### src/rtl/vector100r_deser_if.sv
// Serial-in / parallel-out bus of the word deserializer.
// master drives the serial lane and consumes words; slave is the deserializer.
interface vector100r_deser_if #(parameter int W = 100);
  logic         in_bit;
  logic         in_valid;
  logic         in_start;
  logic         in_ready;
  logic [W-1:0] out;
  logic         out_valid;
  logic         out_ready;
  logic         abort_err;

  modport master (
    output in_bit, in_valid, in_start, out_ready,
    input  in_ready, out, out_valid, abort_err
  );

  modport slave (
    input  in_bit, in_valid, in_start, out_ready,
    output in_ready, out, out_valid, abort_err
  );
endinterface

### src/rtl/vector100r_deser.sv
// Bit-serial to W-bit parallel deserializer with a one-word skid (asm) behind
// the output register, optional bit-order reversal, and restart-on-start abort.
module vector100r_deser #(
  parameter int W       = 100,
  parameter bit REVERSE = 1'b1
) (
  input  logic              clk,
  input  logic              reset,
  vector100r_deser_if.slave bus
);
  typedef enum logic {COLLECT, PENDING} state_t;

  localparam logic [6:0] LAST = 7'(W - 1);

  state_t       state;
  logic [6:0]   cnt;
  logic [W-1:0] asm_q, asm_nxt, out_q;
  logic         out_valid_q, rdy_q, abort_q;

  logic       accept, xfer, restart, done, free;
  logic [6:0] idx, pos;

  always_comb begin
    accept  = bus.in_valid && rdy_q;
    xfer    = out_valid_q && bus.out_ready;
    // a start bit mid-word restarts assembly at index 0
    restart = bus.in_start && (cnt != '0);
    idx     = restart ? '0 : cnt;
    pos     = REVERSE ? idx : LAST - idx;
    done    = accept && (idx == LAST);
    free    = !out_valid_q || xfer;
    asm_nxt = asm_q;
    if (accept) asm_nxt[pos] = bus.in_bit;
  end

  always_ff @(posedge clk) begin
    if (reset) begin
      state       <= COLLECT;
      cnt         <= '0;
      asm_q       <= '0;
      out_q       <= '0;
      out_valid_q <= 1'b0;
      rdy_q       <= 1'b1;
      abort_q     <= 1'b0;
    end else begin
      abort_q <= accept && restart;
      asm_q   <= asm_nxt;
      case (state)
        COLLECT: begin
          if (accept) cnt <= done ? '0 : idx + 7'd1;
          if (done && free) begin
            out_q       <= asm_nxt;
            out_valid_q <= 1'b1;
          end else if (done) begin
            // output still occupied: park the finished word in asm
            state <= PENDING;
            rdy_q <= 1'b0;
          end else if (xfer) begin
            out_valid_q <= 1'b0;
          end
        end
        PENDING: begin
          if (xfer) begin
            out_q <= asm_q;
            state <= COLLECT;
            rdy_q <= 1'b1;
          end
        end
        default: state <= COLLECT;
      endcase
    end
  end

  assign bus.in_ready  = rdy_q;
  assign bus.out       = out_q;
  assign bus.out_valid = out_valid_q;
  assign bus.abort_err = abort_q;
endmodule

### src/flat_wrapper.sv
// flat-port wrapper written by rule: the top's interface ports become plain ports
module vector100r_deser_flat 
#(
  parameter int W       = 100,
  parameter bit REVERSE = 1'b1
)
  (clk, reset, bus_in_bit, bus_in_valid, bus_in_start, bus_out_ready, bus_in_ready, bus_out, bus_out_valid, bus_abort_err);
  vector100r_deser_if #(.W(W)) bus_i ();
  input  logic clk;
  input  logic reset;
  input wire logic [$bits(bus_i.in_bit)-1:0] bus_in_bit;
  input wire logic [$bits(bus_i.in_valid)-1:0] bus_in_valid;
  input wire logic [$bits(bus_i.in_start)-1:0] bus_in_start;
  input wire logic [$bits(bus_i.out_ready)-1:0] bus_out_ready;
  output wire logic [$bits(bus_i.in_ready)-1:0] bus_in_ready;
  output wire logic [$bits(bus_i.out)-1:0] bus_out;
  output wire logic [$bits(bus_i.out_valid)-1:0] bus_out_valid;
  output wire logic [$bits(bus_i.abort_err)-1:0] bus_abort_err;
  assign bus_i.in_bit = bus_in_bit;
  assign bus_i.in_valid = bus_in_valid;
  assign bus_i.in_start = bus_in_start;
  assign bus_i.out_ready = bus_out_ready;
  assign bus_in_ready = bus_i.in_ready;
  assign bus_out = bus_i.out;
  assign bus_out_valid = bus_i.out_valid;
  assign bus_abort_err = bus_i.abort_err;
  vector100r_deser #(.W(W), .REVERSE(REVERSE)) u_core (.clk(clk), .reset(reset), .bus(bus_i));
endmodule
### config.mk
export PLATFORM = sky130hd
export DESIGN_NAME = vector100r_deser_flat
export DESIGN_NICKNAME = d
export VERILOG_FILES = /design/src/rtl/vector100r_deser_if.sv /design/src/rtl/vector100r_deser.sv /design/src/flat_wrapper.sv
export SDC_FILE = /design/constraint.sdc
export NUM_CORES = 1
export LEC_CHECK = 0
export ABC_AREA = 0
export BUFFER_PORTS_ARGS = -buffer_cell sky130_fd_sc_hd__buf_4
export CORE_UTILIZATION = 55
export DETAILED_ROUTE_END_ITERATION = 8
export PLACE_DENSITY = 0.76
export SKIP_LAST_GASP = 1
export SYNTH_ARGS = -nofsm -noshare
export SYNTH_HDL_FRONTEND = slang
export SYNTH_SLANG_ARGS = --single-unit
### constraint.sdc
create_clock -name clk -period 4 [get_ports clk]
set_input_delay 0.8 -clock clk [delete_from_list [all_inputs] [get_ports clk]]
set_output_delay 0.8 -clock clk [all_outputs]
set_load 0.03 [all_outputs]
## After elaboration in Yosys (flattened, before gate mapping)

Index checks and enable logic that the tools add are counted.

- Register bits: 211
- Input bits: 6
- Output and inout port bits: 103

- $add $sub $neg: 1
- Magnitude comparators: 2
- Equal/unequal tests: 6
- Multiplexer cells: 20
- Bitwise logic cells: 1
- Reductions and logical operators: 15

Operators with widths:

| cell | number |
|---|---|
| 2-to-1 mux 100 bit | 3 |
| one-hot mux 100 bit (2 select lines) | 1 |
| bitwise mux 100 bit | 1 |
| 2-to-1 mux 7 bit | 2 |
| 2-to-1 mux 1 bit | 10 |
| < comparator 7 x 8 -> 1 bit (second input constant) | 1 |
| adder 7 x 1 -> 7 bit (second input constant) | 1 |
| demux 1 bit (select 7 bit) | 1 |
| == test 7 bit (second input constant) | 1 |
| >= comparator 7 x 1 -> 1 bit (second input constant) | 1 |
| logical AND 1 bit | 7 |
| nonzero test 7 bit | 1 |
| != test 2 bit (second input constant) | 3 |
| AND reduction 3 bit | 2 |
| != test 2 x 1 -> 1 bit (second input constant) | 2 |
| one-hot mux 1 bit (2 select lines) | 2 |
| AND reduction 2 bit | 2 |
| nonzero test 2 bit | 1 |
| zero test 1 bit | 1 |
| logical OR 1 bit | 1 |
| inverter 1 bit | 1 |

## Depth between registers and ports, before layout

Gate-level depths: netlist of run 1.

- Depth in word-level cells: 11
- Depth in mapped cells: 11
- Mapped depth without buffers: 6

## Worst setup path before layout of run 1

No wires, ideal clock.

- Path kind: input to register
- From: in bus_in_start
- To: reg u_core.out_q[0] (netlist: u_core.bus.out[0])
- Arrival: 2.762 ns
- Setup slack: 1.153 ns
- Stages: 11
- Path through: buf_6 -> clkbuf_1 -> buf_2 -> nor2b_1 -> ha_1 -> and4b_1 -> o2111a_1 -> or2_1 -> buf_2 -> buf_2 -> a211oi_1

- Word-level cells in the longest chain between the ends: 10
- Elaborated cells on any way between the ends: 16
- Classes of those cells: order compare (2); eq/ne (2); mux (7); reduce/logical (5)

RTL lines:

| item | RTL line | source |
|---|---|---|
| start, declared | flat_wrapper.sv:13 | `input wire logic [$bits(bus_i.in_start)-1:0] bus_in_start;` |
| logical AND 1 bit * | vector100r_deser.sv:27 | `restart = bus.in_start && (cnt != '0);` |
| 2-to-1 mux 7 bit * | vector100r_deser.sv:28 | `idx = restart ? '0 : cnt;` |
| < comparator 7 x 8 -> 1 bit (not written as such) or >= comparator 7 x 1 -> 1 bit (tied branches) | vector100r_deser.sv:33 | `if (accept) asm_nxt[pos] = bus.in_bit;` |
| logical AND 1 bit (not written as such) | vector100r_deser.sv:33 |  |
| 2-to-1 mux 1 bit (not written as such) | vector100r_deser.sv:33 |  |
| demux 1 bit (select 7 bit) | n/a |  |
| bitwise mux 100 bit | vector100r_deser.sv:33 |  |
| 2-to-1 mux 100 bit | vector100r_deser.sv:33 |  |
| 2-to-1 mux 100 bit | vector100r_deser.sv:51 | `if (done && free) begin` |
| one-hot mux 100 bit (2 select lines) | vector100r_deser.sv:48 | `case (state)` |
| end signal, assigned | vector100r_deser.sv:52 | `out_q <= asm_nxt;` |
| end signal, assigned | vector100r_deser.sv:64 | `out_q <= asm_q;` |
| end, declared | vector100r_deser.sv:17 | `logic [W-1:0] asm_q, asm_nxt, out_q;` |

Mark *: on every way between the ends. The rest lies on a longest branch, timed or not. The select of a mux whose other input is x is not followed.
A chain may end at the register's enable or synchronous reset.

## Final worst setup path of run 1

- From: reg u_core.cnt[0]
- To: reg u_core.out_q[45] (netlist: u_core.bus.out[45])

- Word-level cells in the longest chain between the ends: 11
- Elaborated cells on any way between the ends: 17
- Classes of those cells: order compare (2); eq/ne (2); mux (7); reduce/logical (6)

RTL lines:

| item | RTL line | source |
|---|---|---|
| start, declared | vector100r_deser.sv:16 | `logic [6:0] cnt;` |
| start signal, assigned | vector100r_deser.sv:50 | `if (accept) cnt <= done ? '0 : idx + 7'd1;` |
| nonzero test 7 bit | vector100r_deser.sv:27 |  |
| logical AND 1 bit | vector100r_deser.sv:27 |  |
| 2-to-1 mux 7 bit * | vector100r_deser.sv:28 |  |
| < comparator 7 x 8 -> 1 bit (not written as such) or >= comparator 7 x 1 -> 1 bit (tied branches) | vector100r_deser.sv:33 |  |
| logical AND 1 bit (not written as such) | vector100r_deser.sv:33 |  |
| 2-to-1 mux 1 bit (not written as such) | vector100r_deser.sv:33 |  |
| demux 1 bit (select 7 bit) | n/a |  |
| bitwise mux 100 bit | vector100r_deser.sv:33 |  |
| 2-to-1 mux 100 bit | vector100r_deser.sv:33 |  |
| 2-to-1 mux 100 bit | vector100r_deser.sv:51 |  |
| one-hot mux 100 bit (2 select lines) | vector100r_deser.sv:48 |  |

Marks and branches as above.

==> results of run 1 <==
-- sequential cells by signal, summed over array words and instances, names as in the netlist --
| name | flops |
|---|---|
| u_core.asm_q | 100 |
| u_core.bus.abort_err | 1 |
| u_core.bus.in_ready | 1 |
| u_core.bus.out | 100 |
| u_core.bus.out_valid | 1 |
| u_core.cnt | 7 |
| u_core.state | 1 |
-- area by class of cell --
type,count,area share
Tap cell,216,0.0258
Inverter,10,0.00358
Sequential cell,211,0.403
Clock inverter,3,0.00143
Timing Repair Buffer,122,0.0902
Clock buffer,36,0.0644
Multi-Input combinational cell,744,0.411
-- cells in the final DEF, fill, tap and decap left out, drive strengths merged, types with 3 or more instances in the layout --
master,n
mux2i,10
buf,122
dfxtp,211
inv,10
a41oi,3
nor3,100
nor3b,7
a311oi,4
nor2b,7
nand3,94
o21ai,177
or3,6
a21oi,103
a31oi,8
nand3b,5
o2111ai,4
nand4,9
nand2b,5
and2,10
a21o,3
and4b,3
clkinv,3
clkbuf,36
nand2,23
and3,4
a211oi,89
and3b,3
or3b,3
o31ai,12
nor2,32
-- logic make-up after synthesis --
| family | synth area share |
|---|---|
| multiplexers | 0.0111 |
| buffers and inverters | 0.0593 |
| adder cells (fa/ha/maj) | 0.00138 |
| XOR/XNOR | 0.000967 |
| AO/OA/AOI/OAI | 0.265 |
| AND/OR/NAND/NOR | 0.195 |
| flip-flops | 0.466 |
-- cell usage after synthesis (6+ instances only) --
library cell,instances,area [um2]
nand3_1,93,465
o21ai_0,177,886
inv_1,10,37.5
or3_1,6,37.5
nand4_1,9,56.3
clkbuf_1,73,274
nor3_1,98,490
a211oi_1,89,668
nor2_1,31,116
buf_2,33,165
a31oi_1,8,50.1
nor3b_1,6,45.0
a21oi_1,103,515
o31ai_1,12,90.1
and2_1,6,37.5
nand2_1,22,82.6
dfxtp_1,211,4220
mux2i_1,10,100
nor2b_1,7,43.8
-- metal layers --
layer | global-route usage | vias up | wire, um
li1 | - | 4060 | -
met1 | 0.447 | 4014 | 11300
met2 | 0.463 | 486 | 11900
met3 | 0.0681 | 97 | 2800
met4 | 0.148 | 0 | 1120
met5 | 0 | - | 0
-- path summary, 6_finish.rpt --
check,start,endpoint,slack [ns],cells after the start
worst min-delay path,u_core.asm_q[73],u_core.asm_q[73],0.47,2
worst max-delay path,u_core.cnt[0],u_core.bus.out[45],0.79,7
worst min register to register,u_core.asm_q[73],u_core.asm_q[73],0.47,2
worst max register to register,u_core.cnt[0],u_core.bus.out[45],0.79,7
-- power by group through the flow --
| stage | combinational (mW) | clock (mW) | sequential (mW) |
|---|---|---|---|
| 5_1_grt | 0.115 | 2.07 | 2.11 |
| 6_report | 0.109 | 1.97 | 2.11 |
| 3_5_place_dp | 0.105 | 0 | 2.15 |
| 3_3_place_gp | 0.105 | 0 | 2.15 |
| 4_1_cts | 0.105 | 1.97 | 2.11 |
| 2_1_floorplan | 0.0814 | 0 | 2.15 |
-- critical path: stages, from the launching register on --
cell and delay, ns:
dfxtp_1 0.68, nor2b_1 0.26, ha_1 0.27, and4b_1 0.31, o2111a_4 0.44, or2_2 0.54
buf_12 0.33, a211oi_1 0.14
-- per-stage QoR --
stage / setup slack [ns] / util
2_1_floorplan: 1.15 / -
3_3_place_gp: 0.684 / 0.612
3_5_place_dp: 0.623 / 0.612
4_1_cts: 0.878 / 0.655
5_1_grt: 0.623 / 0.655
6_report: 0.791 / 0.655
==> reports/qor.csv, run 1 <==
metric;value;unit
synthArstFlopShare;0;
power.total;4.18;mW
power.internal;3.27;mW
synth.distinct_cells;57;
pwr-share-comb;0.026;
vias;8657;
arrival;3.57;ns
drive_gt1_frac;0.152;
hold_viol;0;
fin_area;10500;um2
rows;46;
pwr-share-clk;0.470;
p_seq_frac;0.504;
antenna_cells;0;
htree_levels;1;
initial_core_util;0.566;
worstPathRequired;4.36;ns
clock-root-buffer;clkbuf_16;
grt_pass1_wl;41800;um
area_delta_synth_final;15.7;%
cap_violations;0;
yosysSeqAreaShare;0.466;
first_global_vias;7567;
syn_avg_cell_area;8.38;um2
cts.clk_slew.worst_paths;0.06;ns
ys_seq_elements;211;
finClkSkew;0.00602;ns
max_freq;0.312;GHz
syn-cell-area;9050;um2
synth_edf_count;0;
fill_cells;1435;
antenna_found_initial;0;
crit_type;flop to flop;
worstMarginPinSlew;1.04;ns
slew_viol_final;0;
cts_hold_buffers;0;
cts_buffers;22;
p_sw;0.913;mW
nNetsFinal;1118;
grt-ovfl-total;0;
io_pins;109;
worst-path-max-fanout;67;
die_w;130;um
firstDrtPassIters;5;
die_area;17000;um2
fin_crit;3.21;ns
finalNonFillerCells;1342;
setup_viol;0;
routedWlPerCell;20.3;um
period_share;0.802;
postCtsSetupRepairBufs;0;
min_path_type;flop to flop;
clock_sinks;211;
io_buffers;108;
syn-num-nets;1087;
postRouteAntennaNets;0;
holdWs;0.473;ns
synthCells;1080;
switching_share;0.218;
slew_headroom;0.299;
status;completed;
coreArea;16000;um2
multi_input_area;4310;um2
synth_flop_cell;dfxtp_1;
globalplace.congestion;0.917;
rsz0062_at_grt;no;
p_leak;3.53;nW
tritoncts;done;
grt_max_degree;90;
dp.cells;1303;
ys.warnings.count;0;
drc;0;
die_h;130;um
ff_latch_area;4220;um2
ir_drop;260;uV
grt_util_all_layers;0.318;
tns;0;ns
clock_path_buffers;3;
placed_area;9780;um2
power_density;400;nW/um2
wl;27200;um
clock_latency;0.50;ns
place_hpwl;15900;um
crit_path_start_kind;flop;
vias_per_cell;6.45;
drtIter0Drc;1169;
cp-end-kind;flop;
cts_resized;0;
No activity file was read; power rests on OpenSTA's default activity.
==> run 2, diff against run 1 <==
==> constraint.sdc (replaced) <==
create_clock -name clk -period 3.1 [get_ports clk]
set_input_delay 0.62 -clock clk [delete_from_list [all_inputs] [get_ports clk]]
set_output_delay 0.62 -clock clk [all_outputs]
set_load 0.03 [all_outputs]
==> run 2 against run 1 <==
Against the previous run: die area unchanged; sequential cell count is the same; register-to-register slack worse by 0.25 ns; sequential share of layout area is 0.84 points lower; clock skew grew 0.0028 ns; first-iteration DRC count fell by 15%; core utilization increased by 1.4 points; power rose by 30%; final cell count increased by 1.6%; non-clock buffer count up 21; critical path type unchanged; critical endpoint is now u_core.bus.out[50].
==> reports/qor.csv, run 2 (synthesis gave the netlist of run 1 again) <==
metric;value;unit
status;completed;
tritoncts;done;
max_stage_delay;0.53;ns
min_path_type;primary input to flop;
cts.clk_slew.worst_paths;0.06;ns
min_from;bus_out_ready;
htree_levels;1;
io_pins;109;
dp.cells;1324;
tns;0;ns
ff_latch_area;4220;um2
grt_pass1_wl;41200;um
clock_sinks;211;
vias;8613;
pre_cts_slack;0.306;ns
die_h;130;um
io_buffers;108;
postCtsSetupRepairBufs;0;
grt_util_all_layers;0.315;
ir_drop;434;uV
routedWlPerCell;19.9;um
crit_path_start_kind;flop;
power_density;510;nW/um2
clock-root-buffer;clkbuf_16;
period_share;0.824;
nNetsFinal;1139;
setup_viol;0;
cts_resized;0;
fin_crit;2.55;ns
cap_violations;0;
wl;27100;um
grt-ovfl-total;0;
crit_slowest_cell;dfxtp_1;
place_hpwl;16500;um
placed_area;9990;um2
p_leak;3.65;nW
postRouteAntennaNets;0;
fin_area;10700;um2
antenna_cells;0;
crit_start;u_core.cnt[1];
coreArea;16000;um2
die_w;130;um
crit_path_cell_trace;nor2b_1 > ha_1 > and4b_1 > o2111a_4 > or2_2 > buf_12 > a211oi_1;
max_freq;0.391;GHz
fill_cells;1402;
clock_path_buffers;3;
worstPathRequired;3.46;ns
grt_max_degree;108;
area_delta_synth_final;18.1;%
most-common-layout-cells;dfxtp_1, o21ai_0, buf_4;
fin_ws;0.545;ns
worst-path-max-fanout;76;
firstDrtPassIters;6;
finalNonFillerCells;1363;
cts_buffers;22;
drive_gt1_frac;0.169;
rsz0062_at_grt;no;
antenna_found_initial;0;
initial_core_util;0.566;
arrival;2.92;ns
multi_input_area;4310;um2
cts_hold_buffers;0;
drtIter0Drc;989;
first_global_vias;7413;
globalplace.congestion;0.948;
vias_per_cell;6.32;
crit_type;flop to flop;
clock_latency;0.52;ns
hold_viol;0;
drc;0;
slew_headroom;0.450;
worstMarginPinSlew;0.823;ns
worstReg2RegStart;u_core.cnt[1];
slew_viol_final;0;
final_common_cell;dfxtp_1;
fin_util;0.668;
finClkSkew;0.00884;ns
cp-end-kind;flop;
rows;46;
die_area;17000;um2
run 2: cell count changes in the layout (fill, tap and decap cells not counted):
cell and delta:
clkinv_2 +1, clkbuf_16 -1, clkbuf_1 -2, clkbuf_8 -1, bufinv_16 +1, buf_12 +4, clkinv_8 +1, clkinv_4 +1
buf_4 +17
run 2: worst max-delay path: cells and delay by family (launching register included):
| kind | cells | cell delay, ns |
|---|---|---|
| and+or+nand+nor | 3 | 0.84 |
| DFF | 1 | 0.53 |
| adders and majority gates | 1 | 0.25 |
| buffers and inverters | 1 | 0.33 |
| AOI/OAI and AO/OA | 2 | 0.37 |
run 2: layer usage:
metal | GRT usage | wire, um | vias up
met1 | 0.444 | 11500 | 4027
met2 | 0.475 | 12200 | 407
met5 | 0 | 0 | -
li1 | - | - | 4113
met4 | 0.129 | 908 | 0
met3 | 0.0541 | 2510 | 66
run 2: stage by stage:
step / power [mW] / hold WS [ns]
2_1_floorplan: 2.88 / 0.450
3_3_place_gp: 2.93 / 0.456
3_5_place_dp: 2.93 / 0.463
4_1_cts: 5.47 / 0.449
5_1_grt: 5.61 / 0.487
6_report: 5.45 / 0.452
run 2: worst paths after layout:
| path | slack [ns] | cells past startpoint | end |
|---|---|---|---|
| setup / recovery | 0.55 | 7 | u_core.bus.out[50] |
| hold / removal | 0.45 | 4 | u_core.bus.out_valid |
| hold reg to reg | 0.47 | 2 | u_core.asm_q[83] |
| setup reg to reg | 0.55 | 7 | u_core.bus.out[50] |
run 2: power by group:
part           total [mW]  switching [mW]  leakage (nW)  internal [mW]
Clock                2.58            1.09         0.348           1.49
Sequential           2.72         0.00252          1.70           2.71
Combinational       0.155           0.117          1.60         0.0380
run 2: final cells by class:
class	count	share of cell area
Tap cell	216	0.0253
Multi-Input combinational cell	744	0.403
Timing Repair Buffer	143	0.108
Clock inverter	7	0.00702
Inverter	10	0.00351
Clock buffer	32	0.0587
Sequential cell	211	0.395
==> run 3, diff against run 2 <==
--- a/config.mk
+++ b/config.mk
@@ -5,7 +5,7 @@
 export SDC_FILE = /design/constraint.sdc
 export NUM_CORES = 1
 export LEC_CHECK = 0
-export ABC_AREA = 0
+export ABC_AREA = 1
 export BUFFER_PORTS_ARGS = -buffer_cell sky130_fd_sc_hd__buf_4
 export CORE_UTILIZATION = 55
 export DETAILED_ROUTE_END_ITERATION = 8
==> constraint.sdc (replaced) <==
create_clock -name clk -period 2.4 [get_ports clk]
set_input_delay 0.48 -clock clk [delete_from_list [all_inputs] [get_ports clk]]
set_output_delay 0.48 -clock clk [all_outputs]
set_load 0.03 [all_outputs]
==> run 3 against run 2 <==
Against the previous run: die area rose by 5.6%; hold slack got worse by 0.071 ns; final area rose by 12%; sequential power rose by 29%; worst setup slack got worse by 0.49 ns; wire length rose by 1.9%; sequential share of layout area fell by 4.1 points; sequential cell count did not move; first-iteration DRC count fell by 13%; largest power group unchanged.
==> reports/qor.csv, run 3 <==
metric;value;unit
most-common-layout-cells;nor2_1, nand2_1, dfxtp_1;
synth_top_area_cell;dfxtp_1;
r2r_end;u_core.bus.out[75];
synthMuxAreaShare;0;
synth_top_area_frac;0.441;
whs_path_depth;3;
routedWlPerCell;15.5;um
min_path_type;primary input to flop;
antenna_found_initial;0;
worstPathRequired;2.78;ns
synth_top_family_by_area;simple AND/OR/NAND/NOR gates;
initial_core_util;0.571;
synthArstFlopShare;0;
synth-adder-area-share;0.00131;
firstDrtPassIters;5;
period_share;0.979;
drtIter0Drc;859;
die_h;134;um
power.total;6.97;mW
r2r_setup_slack;0.05;ns
nNetsFinal;1550;
worstReg2RegStart;u_core.cnt[0];
vias_per_cell;5.46;
coreArea;16800;um2
grt_max_degree;110;
worst-path-max-fanout;6;
rsz0062_at_grt;yes;
max_freq;0.426;GHz
clock_latency;0.51;ns
place_hpwl;16100;um
globalplace.congestion;0.935;
ys.warnings.count;0;
grt-ovfl-total;0;
crit_type;flop to flop;
tritoncts;done;
reg2reg_depth;15;
cts.clk_slew.worst_paths;0.06;ns
arrival;2.73;ns
grt_pass1_wl;43200;um
first_global_vias;8571;
critPathTopFamily;simple AND/OR/NAND/NOR gates;
clock_sinks;211;
setup_viol;0;
ir_drop;516;uV
placed_area;10900;um2
min_from;bus_in_valid;
cap_violations;0;
fin_crit;2.35;ns
clock_path_buffers;3;
synth-compound-area-share;0.182;
cts_buffers;23;
worstMarginPinSlew;0.577;ns
synth_flop_cell;dfxtp_1;
status;completed;
drive_gt1_frac;0.171;
ys_seq_elements;211;
cp_num_buf_inv;4;
synthCells;1416;
clock-root-buffer;clkbuf_16;
die_w;134;um
grt_util_all_layers;0.294;
rows;47;
drc;0;
hold_viol;0;
crit_path_start_kind;flop;
htree_levels;1;
slew_headroom;0.614;
crit_path_cell_trace;nor2_2 > nand2_2 > o21ai_4 > inv_2 > nor2_2 > ha_2 > inv_2 > nor3_4 > nand4_4 > buf_6 > nand2_8 > clkbuf_16 > o21ai_0 > nor2_1 > nor2_1;
yosysMostFrequentCell;nor2_1;
syn-cell-area;9570;um2
syn-num-nets;1423;
slew_viol_final;0;
finClkSkew;0.0163;ns
cp-end-kind;flop;
area_delta_synth_final;24.9;%
synth_area_leaders;dfxtp_1, nor2_1, o21ai_0, nand2_1, inv_1;
yosysSeqAreaShare;0.441;
max_stage_delay;0.32;ns
wl;27600;um
crit_slowest_cell;dfxtp_2;
synthTopCellsByCount;nor2_1, nand2_1, dfxtp_1;
holdWs;0.380;ns
p_leak;5.67;nW
synthXorXnorAreaFrac;0.00274;
power_density;583;nW/um2
antenna_cells;0;
final_common_cell;nor2_1;
io_buffers;108;
io_pins;109;
fin_area;12000;um2
vias;9699;
synthSimpleGateAreaFrac;0.281;
postRouteAntennaNets;0;
synth.distinct_cells;30;
die_area;17900;um2
syn_avg_cell_area;6.76;um2
min_to;u_core.bus.abort_err;
cts_hold_buffers;0;
synth_edf_count;0;
==> run 3: cell count changes after synthesis, sizes merged, moves of 67 or more <==
| cell | change |
|---|---|
| nor3 | -97 |
| o21ai | +67 |
| nand2 | +201 |
| a211oi | -89 |
| inv | +114 |
| nor2 | +303 |
==> run 3: logic make-up (layout without fill, tap and decap cells) <==
group / Yosys count / count (layout)
AND/OR/NAND/NOR: 654 / 656
XOR/XNOR: 3 / 3
AO/OA/AOI/OAI: 329 / 329
flip-flops: 211 / 211
buffers and inverters: 218 / 355
adder cells (fa/ha/maj): 1 / 1
==> run 3: what timing repair did <==
| item | 4_1_cts | 5_1_grt |
|---|---|---|
| endpoints found under the setup margin | 0 | 71 |
| gates resized for setup | 0 | 17 |
| setup buffers | 0 | 9 |
==> run 3: worst min-delay path, cell delays in order <==
cell	delay [ns]
buf_4	0.13
nand2_2	0.14
nor3_1	0.08
==> run 3: where the power goes <==
part	switching, mW	internal, mW	leakage, nW
clock network	1.37	1.85	0.328
logic	0.178	0.0552	3.64
registers	0.00409	3.51	1.70
==> run 3: metrics by stage <==
stage | setup WS (ns) | cells | TNS (ns) | utilization
floorplan | 0.0142 | 1416 | 0 | -
global placement | 0.122 | 1720 | 0 | 0.652
detailed placement | 0.0640 | 1720 | 0 | 0.652
CTS | 0.0209 | 1757 | 0 | 0.692
global route | -0.0996 | 1775 | -4.46 | 0.714
finish | 0.0510 | 1775 | 0 | 0.714
==> run 3: final cells by class <==
class	instances	area (um2)
well taps	220	275
multi-input cells	989	4560
flip-flops and latches	211	4230
clock buffers	34	647
inverters	124	465
fillers	1397	4800
clock inverters	3	21.3
repair buffers	194	1760
==> run 3: worst max-delay path by stage <==
stage / cells past startpoint / startpoint / end
4_1_cts: 14 / u_core.cnt[1] / u_core.bus.out[87]
2_1_floorplan: 16 / u_core.cnt[2] / u_core.bus.out[10]
3_3_place_gp: 14 / u_core.cnt[1] / u_core.bus.out[67]
6_report: 15 / u_core.cnt[0] / u_core.bus.out[75]
3_5_place_dp: 14 / u_core.cnt[1] / u_core.bus.out[94]
5_1_grt: 15 / u_core.cnt[0] / u_core.bus.out[82]
==> run 3: routing by layer <==
layer | vias to the layer above | wire [um] | track usage
li1 | 4835 | - | -
met1 | 4470 | 12100 | 0.406
met2 | 347 | 13000 | 0.469
met3 | 47 | 1930 | 0.0454
met4 | 0 | 555 | 0.0934
met5 | - | 0 | 0
